==> src/rtl/load_store_unit.sv <==
// MEM-stage data-memory initiator: aligns and issues one load/store, waits for ack
// or timeout, and returns extended load data or an exception with a single done pulse.
module load_store_unit #(
  parameter int MAX_WAIT = 16
) (
  input  logic        clk,
  input  logic        reset,
  input  logic        req_valid,
  input  logic [2:0]  op,
  input  logic [31:0] addr,
  input  logic [31:0] store_data,
  output logic        stall,
  output logic        done,
  output logic [31:0] load_data,
  output logic        exc_adel,
  output logic        exc_ades,
  output logic        bus_err,
  output logic [31:0] bad_vaddr,
  output logic        mem_req,
  output logic        mem_we,
  output logic [3:0]  mem_be,
  output logic [31:0] mem_addr,
  output logic [31:0] mem_wdata,
  input  logic        mem_ack,
  input  logic [31:0] mem_rdata
);

  typedef enum logic [1:0] {IDLE = 2'd0, WAIT = 2'd1, RESP = 2'd2} state_t;

  state_t      state, state_nxt;
  logic [7:0]  cnt;
  logic [2:0]  op_p1;
  logic [31:0] addr_p1;
  logic        is_store, aligned, timeout;
  logic [3:0]  be_c;
  logic [31:0] wdata_c;

  // Pick the addressed lane out of the captured word and extend it for writeback.
  function automatic logic [31:0] extract(input logic [2:0] o, input logic [1:0] lane,
                                          input logic [31:0] word);
    logic [7:0]         b;
    logic [15:0]        h;
    logic signed [7:0]  bs;
    logic signed [15:0] hs;
    logic signed [31:0] r;
    b  = word[{lane, 3'b000} +: 8];
    h  = lane[1] ? word[31:16] : word[15:0];
    bs = $signed(b);
    hs = $signed(h);
    case (o)
      3'd0:    r = 32'(bs);
      3'd1:    r = $signed({24'd0, b});
      3'd2:    r = 32'(hs);
      3'd3:    r = $signed({16'd0, h});
      3'd4:    r = $signed(word);
      default: r = '0;
    endcase
    return r;
  endfunction

  always_comb begin
    is_store = (op >= 3'd5);
    aligned  = 1'b1;
    be_c     = 4'b0001 << addr[1:0];
    wdata_c  = {4{store_data[7:0]}};
    case (op)
      3'd2, 3'd3, 3'd6: begin
        aligned = ~addr[0];
        be_c    = addr[1] ? 4'b1100 : 4'b0011;
        wdata_c = {2{store_data[15:0]}};
      end
      3'd4, 3'd7: begin
        aligned = (addr[1:0] == 2'b00);
        be_c    = 4'b1111;
        wdata_c = store_data;
      end
      default: ;
    endcase
    if (!is_store) wdata_c = '0;
  end

  assign timeout = (cnt == 8'(MAX_WAIT));

  always_comb begin
    state_nxt = state;
    stall     = 1'b0;
    case (state)
      IDLE: begin
        stall = req_valid & aligned;
        if (req_valid) state_nxt = aligned ? WAIT : RESP;
      end
      WAIT: begin
        stall = 1'b1;
        if (mem_ack || timeout) state_nxt = RESP;
      end
      RESP:    state_nxt = IDLE;
      default: state_nxt = IDLE;
    endcase
  end

  always_ff @(posedge clk or posedge reset) begin
    if (reset) begin
      state     <= IDLE;
      cnt       <= '0;
      op_p1     <= '0;
      addr_p1   <= '0;
      mem_req   <= 1'b0;
      mem_we    <= 1'b0;
      mem_be    <= '0;
      mem_addr  <= '0;
      mem_wdata <= '0;
      done      <= 1'b0;
      load_data <= '0;
      exc_adel  <= 1'b0;
      exc_ades  <= 1'b0;
      bus_err   <= 1'b0;
      bad_vaddr <= '0;
    end else begin
      state <= state_nxt;
      case (state)
        // IDLE -> issue on the bus, or fault straight into RESP
        IDLE: begin
          if (req_valid && aligned) begin
            mem_req   <= 1'b1;
            mem_we    <= is_store;
            mem_be    <= be_c;
            mem_addr  <= {addr[31:2], 2'b00};
            mem_wdata <= wdata_c;
            op_p1     <= op;
            addr_p1   <= addr;
            cnt       <= '0;
          end else if (req_valid) begin
            done      <= 1'b1;
            load_data <= '0;
            exc_adel  <= ~is_store;
            exc_ades  <= is_store;
            bad_vaddr <= addr;
          end
        end
        // WAIT -> an ack on the final allowed edge still wins over the timeout
        WAIT: begin
          if (mem_ack) begin
            mem_req   <= 1'b0;
            done      <= 1'b1;
            load_data <= (op_p1 >= 3'd5) ? 32'd0 : extract(op_p1, addr_p1[1:0], mem_rdata);
          end else if (timeout) begin
            mem_req   <= 1'b0;
            done      <= 1'b1;
            bus_err   <= 1'b1;
            load_data <= '0;
            bad_vaddr <= addr_p1;
          end else begin
            cnt <= cnt + 8'd1;
          end
        end
        // RESP -> result fields live for this one cycle only
        RESP: begin
          done      <= 1'b0;
          load_data <= '0;
          exc_adel  <= 1'b0;
          exc_ades  <= 1'b0;
          bus_err   <= 1'b0;
          bad_vaddr <= '0;
        end
        default: ;
      endcase
    end
  end

endmodule

==> config.mk <==
export PLATFORM = sky130hd
export DESIGN_NAME = load_store_unit
export DESIGN_NICKNAME = d
export VERILOG_FILES = /design/src/rtl/load_store_unit.sv
export SDC_FILE = /design/constraint.sdc
export NUM_CORES = 1
export LEC_CHECK = 0
export BUFFER_PORTS_ARGS = -buffer_cell sky130_fd_sc_hd__buf_2
export CAP_MARGIN = 25
export CORE_MARGIN = 4
export CORE_UTILIZATION = 56
export DETAILED_ROUTE_END_ITERATION = 10
export PLACE_DENSITY_LB_ADDON = 0.25
export SYNTH_ARGS = -nofsm -noshare
export SYNTH_HDL_FRONTEND = slang
export SYNTH_SLANG_ARGS = --single-unit
export TNS_END_PERCENT = 10
==> constraint.sdc <==
create_clock -name clk -period 12.5 [get_ports clk]
set_input_delay 1.25 -clock clk [delete_from_list [all_inputs] [get_ports clk]]
set_output_delay 1.25 -clock clk [all_outputs]
set_load 0.02 [all_outputs]
==> results of run 1 <==
-- cells in the final DEF (no fill, tap or decap), types with 8 or more instances in the layout --
cell type and instances:
a31oi_1 18, mux2_2 11, a21oi_1 43, dfrtp_1 151, o21ai_0 41, nand2_1 198
clkbuf_16 17, mux2i_1 25, nor2b_1 42, a221oi_1 10, nor2_1 55, a21oi_2 29
a22oi_1 8, nand3_1 10, o31ai_1 33, inv_1 10, buf_2 239
-- registers in the layout, summed over array words and instances, names as in the netlist --
name and count:
mem_req 1, addr_p1 32, exc_ades 1, mem_be 4, cnt 8, mem_we 1
exc_adel 1, done 1, bad_vaddr 32, load_data 32, op_p1 3, state 2
bus_err 1, mem_wdata 32
-- critical path, cell delays in order --
cell and delay [ns]:
buf_2 0.37, and2b_1 0.24, o21ai_2 0.24, nand2_2 0.14, nand2_1 0.09, buf_2 0.16
-- synthesized netlist by cell type, types with 2 or more instances --
library cell / count / area, um2
o32ai_1: 3 / 26.3
buf_6: 8 / 90.1
o21ai_0: 41 / 205
o31ai_1: 33 / 248
o221ai_1: 4 / 35.0
a22oi_1: 8 / 60.1
a31oi_1: 18 / 113
nand3_1: 10 / 50.1
nand3b_1: 6 / 45.0
clkbuf_1: 32 / 120
nor2b_1: 42 / 263
and3_1: 6 / 37.5
inv_1: 11 / 41.3
o21ai_1: 2 / 10.0
buf_2: 8 / 40.0
a21o_1: 2 / 15.0
buf_1: 7 / 26.3
and2_1: 3 / 18.8
nand2b_1: 3 / 18.8
nand2_1: 199 / 747
a21oi_1: 43 / 215
nand4_1: 2 / 12.5
nor2_1: 55 / 206
a21oi_2: 29 / 254
mux2_2: 11 / 124
a221oi_1: 10 / 87.6
buf_4: 34 / 255
mux2i_1: 25 / 250
a211oi_1: 7 / 52.6
ha_1: 6 / 75.1
dfrtp_1: 151 / 3780
a32o_1: 2 / 20.0
o211ai_1: 2 / 15.0
-- final cells by class --
type	count	area (um2)
Clock buffer	21	480
Timing Repair Buffer	246	1270
Inverter	12	50.0
Tap cell	176	220
Multi-Input combinational cell	596	3460
Sequential cell	151	3780
Fill cell	1102	4050
Clock inverter	11	145
Antenna cell	1	2.50
-- layer usage --
metal | global-route usage | vias up | wire, um
li1 | - | 3240 | -
met4 | 0.0801 | 0 | 367
met1 | 0.335 | 3142 | 8430
met5 | 0 | - | 0
met3 | 0.0686 | 26 | 1590
met2 | 0.410 | 279 | 9850
-- per-stage QoR --
stage	std cells	cell area (um2)	utilization	hold WS, ns	setup WS [ns]
after floorplan	848	7810	-	0.469	7.19
after global placement	1180	8750	0.650	0.446	8.81
after detailed placement	1180	8750	0.650	0.451	8.77
after CTS	1212	9370	0.697	0.464	8.76
after global routing	1213	9400	0.699	0.487	8.69
final	1214	9400	0.699	0.459	8.75
-- where the power goes --
group | leakage [nW] | internal (W) | switching [W]
combinational | 2.48 | 0.000368 | 0.000760
sequential | 1.94 | 0.000677 | 0.000130
clock | 0.301 | 0.000335 | 0.000199
total | 4.72 | 0.00138 | 0.00109
-- kinds of logic after synthesis --
family                   share of synthesized area
adder cells (fa/ha/maj)                    0.00962
multiplexers                                0.0479
flip-flops                                   0.484
AND/OR/NAND/NOR                              0.198
other                                     0.000480
XOR/XNOR                                   0.00224
AO/OA/AOI/OAI                                0.184
buffers and inverters                       0.0739
-- worst paths after layout --
kind                            depth (start not counted)            end
worst max-delay path                                    6          stall
worst min-delay path                                    2   mem_wdata[7]
worst max register to register                          7  mem_wdata[23]
worst min register to register                          2   mem_wdata[7]
max in group asynchronous                               4    addr_p1[16]
min in group asynchronous                               2  load_data[19]
==> flow_metrics.env, run 1 <==
export IMPL_status="finished clean"
export IMPL_p_total_w=0.00247
export IMPL_clkTransAtPathRegs_ns=0.06
export IMPL_synth_seq_area_share=0.484
export IMPL_async_reset_ff_frac=1.00
export IMPL_dp_hpwl_um=14200
export IMPL_required_ns=11.25
export IMPL_ys_flop_type="dfrtp_1"
export IMPL_grt_max_degree=86
export IMPL_die_y_um=126
export IMPL_ios=242
export IMPL_rr_startpoint="state[1]"
export IMPL_cp_startpoint="op[1]"
export IMPL_first_pass_iters=5
export IMPL_drt_iter0_markers=535
export IMPL_synth_area_per_cell_um2=9.21
export IMPL_row_count=42
export IMPL_vias=6687
export IMPL_io_buffers=239
export IMPL_die_width_um=126
export IMPL_yosys_warnings=0
export IMPL_rsz0062_at_grt="false"
export IMPL_post_cts_resized=0
export IMPL_htreeDepth=4
export IMPL_ir_drop_uv=168
export IMPL_maxCapViolCount=0
export IMPL_grt_overflow_total=0
export IMPL_cts_sinks=151
export IMPL_numCtsBuffers=17
export IMPL_critPathLaunchType="input pin"
export IMPL_critPathKind="in -> out"
export IMPL_gp_congestion=0.843
export IMPL_ctsHoldBuffers=0
export IMPL_totalWireLength_um=20200
export IMPL_r2r_setup_slack_ns=9.67
export IMPL_holdCritPathClass="reg -> reg"
export IMPL_grt_usage=0.253
export IMPL_skew_ns=0.00893
export IMPL_cts_root_buf="clkbuf_16"
export IMPL_hold_violations=0
export IMPL_leakage_nw=4.72
export IMPL_worstMarginPinSlew_ns=1.05
export IMPL_powerDensity_nw_per_um2=263
export IMPL_syn_area_um2=7800
export IMPL_setup_viol=0
export IMPL_tns_ns=0
export IMPL_nNetsFinal=1133
export IMPL_end_kind="output port"
export IMPL_ys_types=57
export IMPL_post_cts_setup_buffer_count=0
export IMPL_relSlewSlack=0.300
export IMPL_initial_core_util=0.580
export IMPL_clockBufferDepth=2
export IMPL_syn2layout_area_growth_pct=20.5
export IMPL_clk_latency_ns=0.42
export IMPL_fin_crit_sh=0.300
export IMPL_synthCells=847
export IMPL_cts_tree="built"
export IMPL_final_min_clock_period_ns=3.75
export IMPL_wl_per_cell_um=16.7
export IMPL_synth_enable_flop_cells=0
export IMPL_maxSlewViolCount=0
export IMPL_hp_start="mem_wdata[7]"
export IMPL_cp_arrival_ns=2.50
export IMPL_grt_pass1_vias=6322
export IMPL_drc=0
export IMPL_postRouteAntennaNets=0
export IMPL_coreArea_um2=13500
export IMPL_ys_seq_elements=151
export IMPL_viasPerCell=5.51
export IMPL_layout_drive_gt1_share=0.320
export IMPL_die_area_um2=15900
export IMPL_crit_fanout=21
export IMPL_grt_pass1_wl_um=32400
export IMPL_grt_antenna_before_repair=0
export IMPL_clock_fmax_mhz=267
Power figures use the tool's default switching activity.
==> run 2, diff against run 1 <==
--- a/config.mk
+++ b/config.mk
@@ -5,10 +5,11 @@
 export SDC_FILE = /design/constraint.sdc
 export NUM_CORES = 1
 export LEC_CHECK = 0
+export ABC_AREA = 1
 export BUFFER_PORTS_ARGS = -buffer_cell sky130_fd_sc_hd__buf_2
 export CAP_MARGIN = 25
 export CORE_MARGIN = 4
-export CORE_UTILIZATION = 56
+export CORE_UTILIZATION = 48
 export DETAILED_ROUTE_END_ITERATION = 10
 export PLACE_DENSITY_LB_ADDON = 0.25
 export SYNTH_ARGS = -nofsm -noshare
==> constraint.sdc (replaced) <==
create_clock -name clk -period 3 [get_ports clk]
set_input_delay 0.3 -clock clk [delete_from_list [all_inputs] [get_ports clk]]
set_output_delay 0.3 -clock clk [all_outputs]
set_load 0.02 [all_outputs]
==> run 2 against run 1 <==
Against the previous run: critical path depth unchanged; clock-buffer cell count is 4 lower; die area grew 23%; largest power group unchanged; combinational power grew to 4.1 times the previous value; first-iteration DRC count is 14% lower; largest cell class unchanged.
==> flow_metrics.env, run 2 <==
export IMPL_htreeDepth=4
export IMPL_path_common_cell="inv_1"
export IMPL_async_reset_ff_frac=1.00
export IMPL_die_area_um2=19500
export IMPL_crit_family="buffers and inverters"
export IMPL_synth_seq_area_share=0.454
export IMPL_syn_area_um2=8320
export IMPL_tns_ns=0
export IMPL_powerDensity_nw_per_um2=1020
export IMPL_cts_sinks=151
export IMPL_final_min_clock_period_ns=2.48
export IMPL_ir_drop_uv=494
export IMPL_coreArea_um2=16800
export IMPL_setup_viol=0
export IMPL_synthCells=1137
export IMPL_layout_drive_gt1_share=0.231
export IMPL_gp_congestion=0.828
export IMPL_skew_ns=0.00801
export IMPL_synth_area_per_cell_um2=7.32
export IMPL_fin_crit_sh=0.826
export IMPL_leakage_nw=5.64
export IMPL_critPathKind="reg -> out"
export IMPL_slowest_delay_ns=0.43
export IMPL_maxSlewViolCount=0
export IMPL_placed_cells=1508
export IMPL_clockBufferDepth=2
export IMPL_clk_latency_ns=0.43
export IMPL_yosys_area_top_type_share=0.454
export IMPL_status="finished clean"
export IMPL_multi_input_area_um2=3510
export IMPL_clock_fmax_mhz=404
export IMPL_wl_per_cell_um=14.8
export IMPL_grt_overflow_total=0
export IMPL_syn2layout_area_growth_pct=19.1
export IMPL_clkTransAtPathRegs_ns=0.07
export IMPL_nNetsFinal=1416
export IMPL_ys_types=35
export IMPL_cp_slowest_cell="buf_4"
export IMPL_register_area_um2=3780
export IMPL_io_buffers=239
export IMPL_postRouteAntennaNets=0
export IMPL_cp_arrival_ns=2.18
export IMPL_required_ns=2.70
export IMPL_post_cts_resized=0
export IMPL_initial_core_util=0.497
export IMPL_grt_usage=0.237
export IMPL_grt_max_degree=123
export IMPL_viasPerCell=5.05
export IMPL_diodes=0
export IMPL_die_y_um=140
export IMPL_worstMarginPinSlew_ns=0.926
export IMPL_synth_largest_area_cell="dfrtp_1"
export IMPL_final_common_cell="nand2_1"
export IMPL_yosysMostFrequentCell="nand2_1"
export IMPL_relSlewSlack=0.381
export IMPL_ys_flop_type="dfrtp_1"
export IMPL_ios=242
export IMPL_cts_tree="built"
export IMPL_die_width_um=140
export IMPL_critPathLaunchType="register"
export IMPL_post_cts_setup_buffer_count=0
export IMPL_grt_antenna_before_repair=0
export IMPL_numCtsBuffers=17
export IMPL_row_count=47
export IMPL_cts_root_buf="clkbuf_16"
export IMPL_final_cells=1540
export IMPL_synth_enable_flop_cells=0
export IMPL_crit_fanout=39
export IMPL_vias=7771
export IMPL_grt_pass1_vias=7558
export IMPL_final_cell_mix="387 x nand2_1, 239 x buf_2, 151 x dfrtp_1"
export IMPL_maxCapViolCount=0
export IMPL_ys_top_cells_by_count="387 x nand2_1, 151 x dfrtp_1, 108 x inv_1"
export IMPL_drt_iter0_markers=462
export IMPL_end_kind="output port"
export IMPL_synthTopCellsByArea="dfrtp_1 45%, nand2_1 17%, o21ai_1 5.6%"
export IMPL_ys_seq_elements=151
export IMPL_first_pass_iters=5
export IMPL_holdCritPathClass="in -> async"
export IMPL_rsz0062_at_grt="false"
export IMPL_drc=0
export IMPL_fillCellCount=1595
export IMPL_critPathBufInv=4
export IMPL_dp_hpwl_um=16100
export IMPL_ctsHoldBuffers=0
export IMPL_crit_chain="inv_1 > ha_2 > buf_4 > inv_1 > nand2_1 > buf_2"
export IMPL_yosys_warnings=0
export IMPL_hold_violations=0
export IMPL_totalWireLength_um=22900
export IMPL_grt_pass1_wl_um=38100
[run 2: metal layers]
layer	wire [um]	global-route usage	vias up
met5	0	0	-
met1	10200	0.323	3543
met4	558	0.0887	0
met2	10700	0.371	240
li1	-	-	3947
met3	1460	0.0556	41
[run 2: final cells by class]
type | count | share of cell area
inverters | 118 | 0.0453
clock inverters | 15 | 0.0184
clock buffers | 17 | 0.0429
repair buffers | 248 | 0.130
flip-flops and latches | 151 | 0.381
well taps | 220 | 0.0278
multi-input cells | 771 | 0.354
[run 2: report_power, final]
group / internal [W] / switching [W] / total, W / leakage (nW)
clock network: 0.00126 / 0.000960 / 0.00222 / 0.297
logic: 0.00138 / 0.00327 / 0.00464 / 3.36
registers: 0.00276 / 0.000512 / 0.00327 / 1.98
[run 2: stage by stage]
step                cell area (um2)  total power (W)  hold WS (ns)   util  setup slack [ns]
finish                         9910           0.0101        0.0117  0.591             0.522
global route                   9910           0.0109        0.0534  0.591             0.408
CTS                            9910           0.0102        0.0177  0.591             0.516
detailed placement             9310          0.00797         0.454  0.555             0.764
global placement               9310          0.00790         0.451  0.555             0.822
floorplan                      8330          0.00685         0.421      -             0.797
[run 2: worst paths after layout]
kind,slack [ns],cells after the start,endpoint,from
min in group clk,0.12,3,addr_p1[19],addr[19]
worst min-delay path,0.01,3,bad_vaddr[8],reset
worst max-delay path,0.52,6,stall,state[1]
max in group asynchronous,2.42,3,bad_vaddr[29],reset
worst min register to register,0.47,2,bad_vaddr[15],bad_vaddr[15]
worst max register to register,0.69,9,load_data[19],addr_p1[1]
[run 2: cells by family after synthesis]
kind of cell    Yosys count  share of synthesized area
simple gates            551                      0.277
xor+xnor                  4                    0.00421
fa+ha+maj                 6                    0.00902
compound gates          208                      0.131
other cells               1                   0.000450
flops                   151                      0.454
buf+inv                 216                      0.125
[run 2: tightest hold or removal path, delay by kind of cell]
| kind | cells | cell delay, ns |
|---|---|---|
| buffers and inverters | 3 | 0.56 |
==> run 3, diff against run 2 <==
==> constraint.sdc (replaced) <==
create_clock -name clk -period 2 [get_ports clk]
set_input_delay 0.2 -clock clk [delete_from_list [all_inputs] [get_ports clk]]
set_output_delay 0.2 -clock clk [all_outputs]
set_load 0.02 [all_outputs]
==> run 3 against run 2 <==
Against the previous run: final cell count up 1.4%; largest power group unchanged; highest routed layer is now met5; critical path depth is the same; non-clock buffer count rose by 23; first-iteration DRC count shrank 9.1%; largest cell class unchanged; sequential share of layout area fell by 1.3 points; setup slack got worse by 0.42 ns; global-route usage is 0.51 points higher; clock power grew 60%; flip-flop and latch count stayed put; combinational power up 67%.
==> flow_metrics.env, run 3 (synthesis gave the netlist of run 2 again) <==
export IMPL_status="finished clean"
export IMPL_p_total_w=0.0162
export IMPL_switching_share=0.441
export IMPL_tns_ns=0
export IMPL_clk_latency_ns=0.41
export IMPL_initial_core_util=0.497
export IMPL_grt_antenna_before_repair=1
export IMPL_nNetsFinal=1440
export IMPL_setup_viol=0
export IMPL_crit_fanout=21
export IMPL_grt_max_degree=116
export IMPL_gp_congestion=0.861
export IMPL_crit_family="buffers and inverters"
export IMPL_cp_arrival_ns=1.70
export IMPL_final_cells=1562
export IMPL_grt_pass1_wl_um=39000
export IMPL_drc=0
export IMPL_end_kind="output port"
export IMPL_maxCapViolCount=0
export IMPL_dp_hpwl_um=16700
export IMPL_powerDensity_nw_per_um2=1580
export IMPL_crit_chain="inv_2 > ha_4 > buf_12 > inv_1 > nand2_1 > buf_4"
export IMPL_relSlewSlack=0.561
export IMPL_final_cell_mix="387 x nand2_1, 238 x buf_2, 150 x dfrtp_1"
export IMPL_cts_root_buf="clkbuf_16"
export IMPL_cts_sinks=151
export IMPL_maxSlewViolCount=0
export IMPL_p_switching_w=0.00713
export IMPL_pwr_share_clk=0.220
export IMPL_whs_path_depth=3
export IMPL_reg2reg_depth=9
export IMPL_holdCritPathClass="in -> reg"
export IMPL_numCtsBuffers=17
export IMPL_htreeDepth=4
export IMPL_diodes=0
export IMPL_internal_power_w=0.00905
export IMPL_slowest_delay_ns=0.41
export IMPL_placed_cells=1528
export IMPL_wl_per_cell_um=15.1
export IMPL_viasPerCell=5.12
export IMPL_grt_pass1_vias=7666
export IMPL_postRouteAntennaNets=0
export IMPL_coreArea_um2=16800
export IMPL_worstMarginPinSlew_ns=0.658
export IMPL_row_count=47
export IMPL_critPathLaunchType="register"
export IMPL_cp_num_cells=6
export IMPL_clockBufferDepth=2
export IMPL_totalWireLength_um=23600
export IMPL_skew_ns=0.00567
export IMPL_fin_crit_sh=0.948
export IMPL_pwr_share_comb=0.479
export IMPL_io_buffers=239
export IMPL_hold_violations=0
export IMPL_clkTransAtPathRegs_ns=0.06
export IMPL_ir_drop_uv=891
export IMPL_grt_overflow_total=0
export IMPL_drt_iter0_markers=420
export IMPL_first_pass_iters=5
export IMPL_die_area_um2=19500
export IMPL_vias=7999
export IMPL_clock_fmax_mhz=527
export IMPL_grt_usage=0.242
export IMPL_final_min_clock_period_ns=1.90
export IMPL_die_width_um=140
export IMPL_critPathKind="reg -> out"
export IMPL_cp_slowest_cell="dfrtp_1"
export IMPL_cts_tree="built"
export IMPL_critPathBufInv=4
export IMPL_leakage_nw=5.80
export IMPL_die_y_um=140
export IMPL_ios=242
export IMPL_required_ns=1.80
export IMPL_layout_drive_gt1_share=0.244
export IMPL_final_common_cell="nand2_1"
export IMPL_seqPwrFrac=0.301
export IMPL_syn2layout_area_growth_pct=23.2
run 3: worst register-to-register path, cell delays in order, from the launching register on:
cell     delay (ns)
dfrtp_2        0.41
inv_2          0.07
ha_4           0.18
inv_1          0.04
or2_1          0.16
nand2_1        0.13
a21oi_4        0.15
buf_4          0.37
nand4_1        0.16
nand2_1        0.11
run 3: per-stage QoR:
step                       util  worst slack, ns  hold WS, ns  cell area [um2]
after floorplan               -           -0.103        0.321             8330
after global placement    0.566            0.198        0.390             9490
after detailed placement  0.566            0.103        0.402             9490
after CTS                 0.609           0.0230       0.0181            10200
after global routing      0.612         -0.00133       0.0348            10300
final                     0.612            0.104       0.0412            10300
run 3: power groups by stage:
stage | logic [W] | clock network [W] | registers [W]
floorplan | 0.00466 | 0 | 0.00561
global placement | 0.00736 | 0 | 0.00486
detailed placement | 0.00752 | 0 | 0.00487
CTS | 0.00764 | 0.00363 | 0.00485
global route | 0.00856 | 0.00378 | 0.00501
finish | 0.00775 | 0.00356 | 0.00486
run 3: timing repair:
| item | CTS | global route |
|---|---|---|
| gates cloned | 1 | 1 |
| pin swaps | 0 | 2 |
| gates resized for setup | 2 | 5 |
| setup endpoints to repair | 1 | 83 |
| hold endpoints to repair | 39 | 0 |
| hold buffers | 1 | 0 |
| setup buffers | 0 | 1 |
run 3: final timing paths:
check	slack, ns	from	to
worst max-delay path	0.10	state[1]	stall
worst min-delay path	0.04	addr[11]	addr_p1[11]
worst max register to register	0.17	state[0]	bad_vaddr[20]
worst min register to register	0.46	bad_vaddr[2]	bad_vaddr[2]
max in group asynchronous	0.96	reset	state[0]
min in group asynchronous	0.49	reset	addr_p1[8]
run 3: layout make-up:
cell class / count / area (um2)
Clock buffer: 23 / 488
Clock inverter: 7 / 166
Fill cell: 1598 / 6510
Inverter: 118 / 449
Multi-Input combinational cell: 772 / 3550
Sequential cell: 151 / 3780
Tap cell: 220 / 275
Timing Repair Buffer: 271 / 1540
run 3: layer usage:
metal	wire, um	up-vias	global-route usage	part of all wire
met5	7	-	0	0.00030
met3	1740	33	0.0604	0.074
li1	-	3975	-	-
met1	10200	3725	0.328	0.43
met2	11300	264	0.388	0.48
met4	393	2	0.0714	0.017
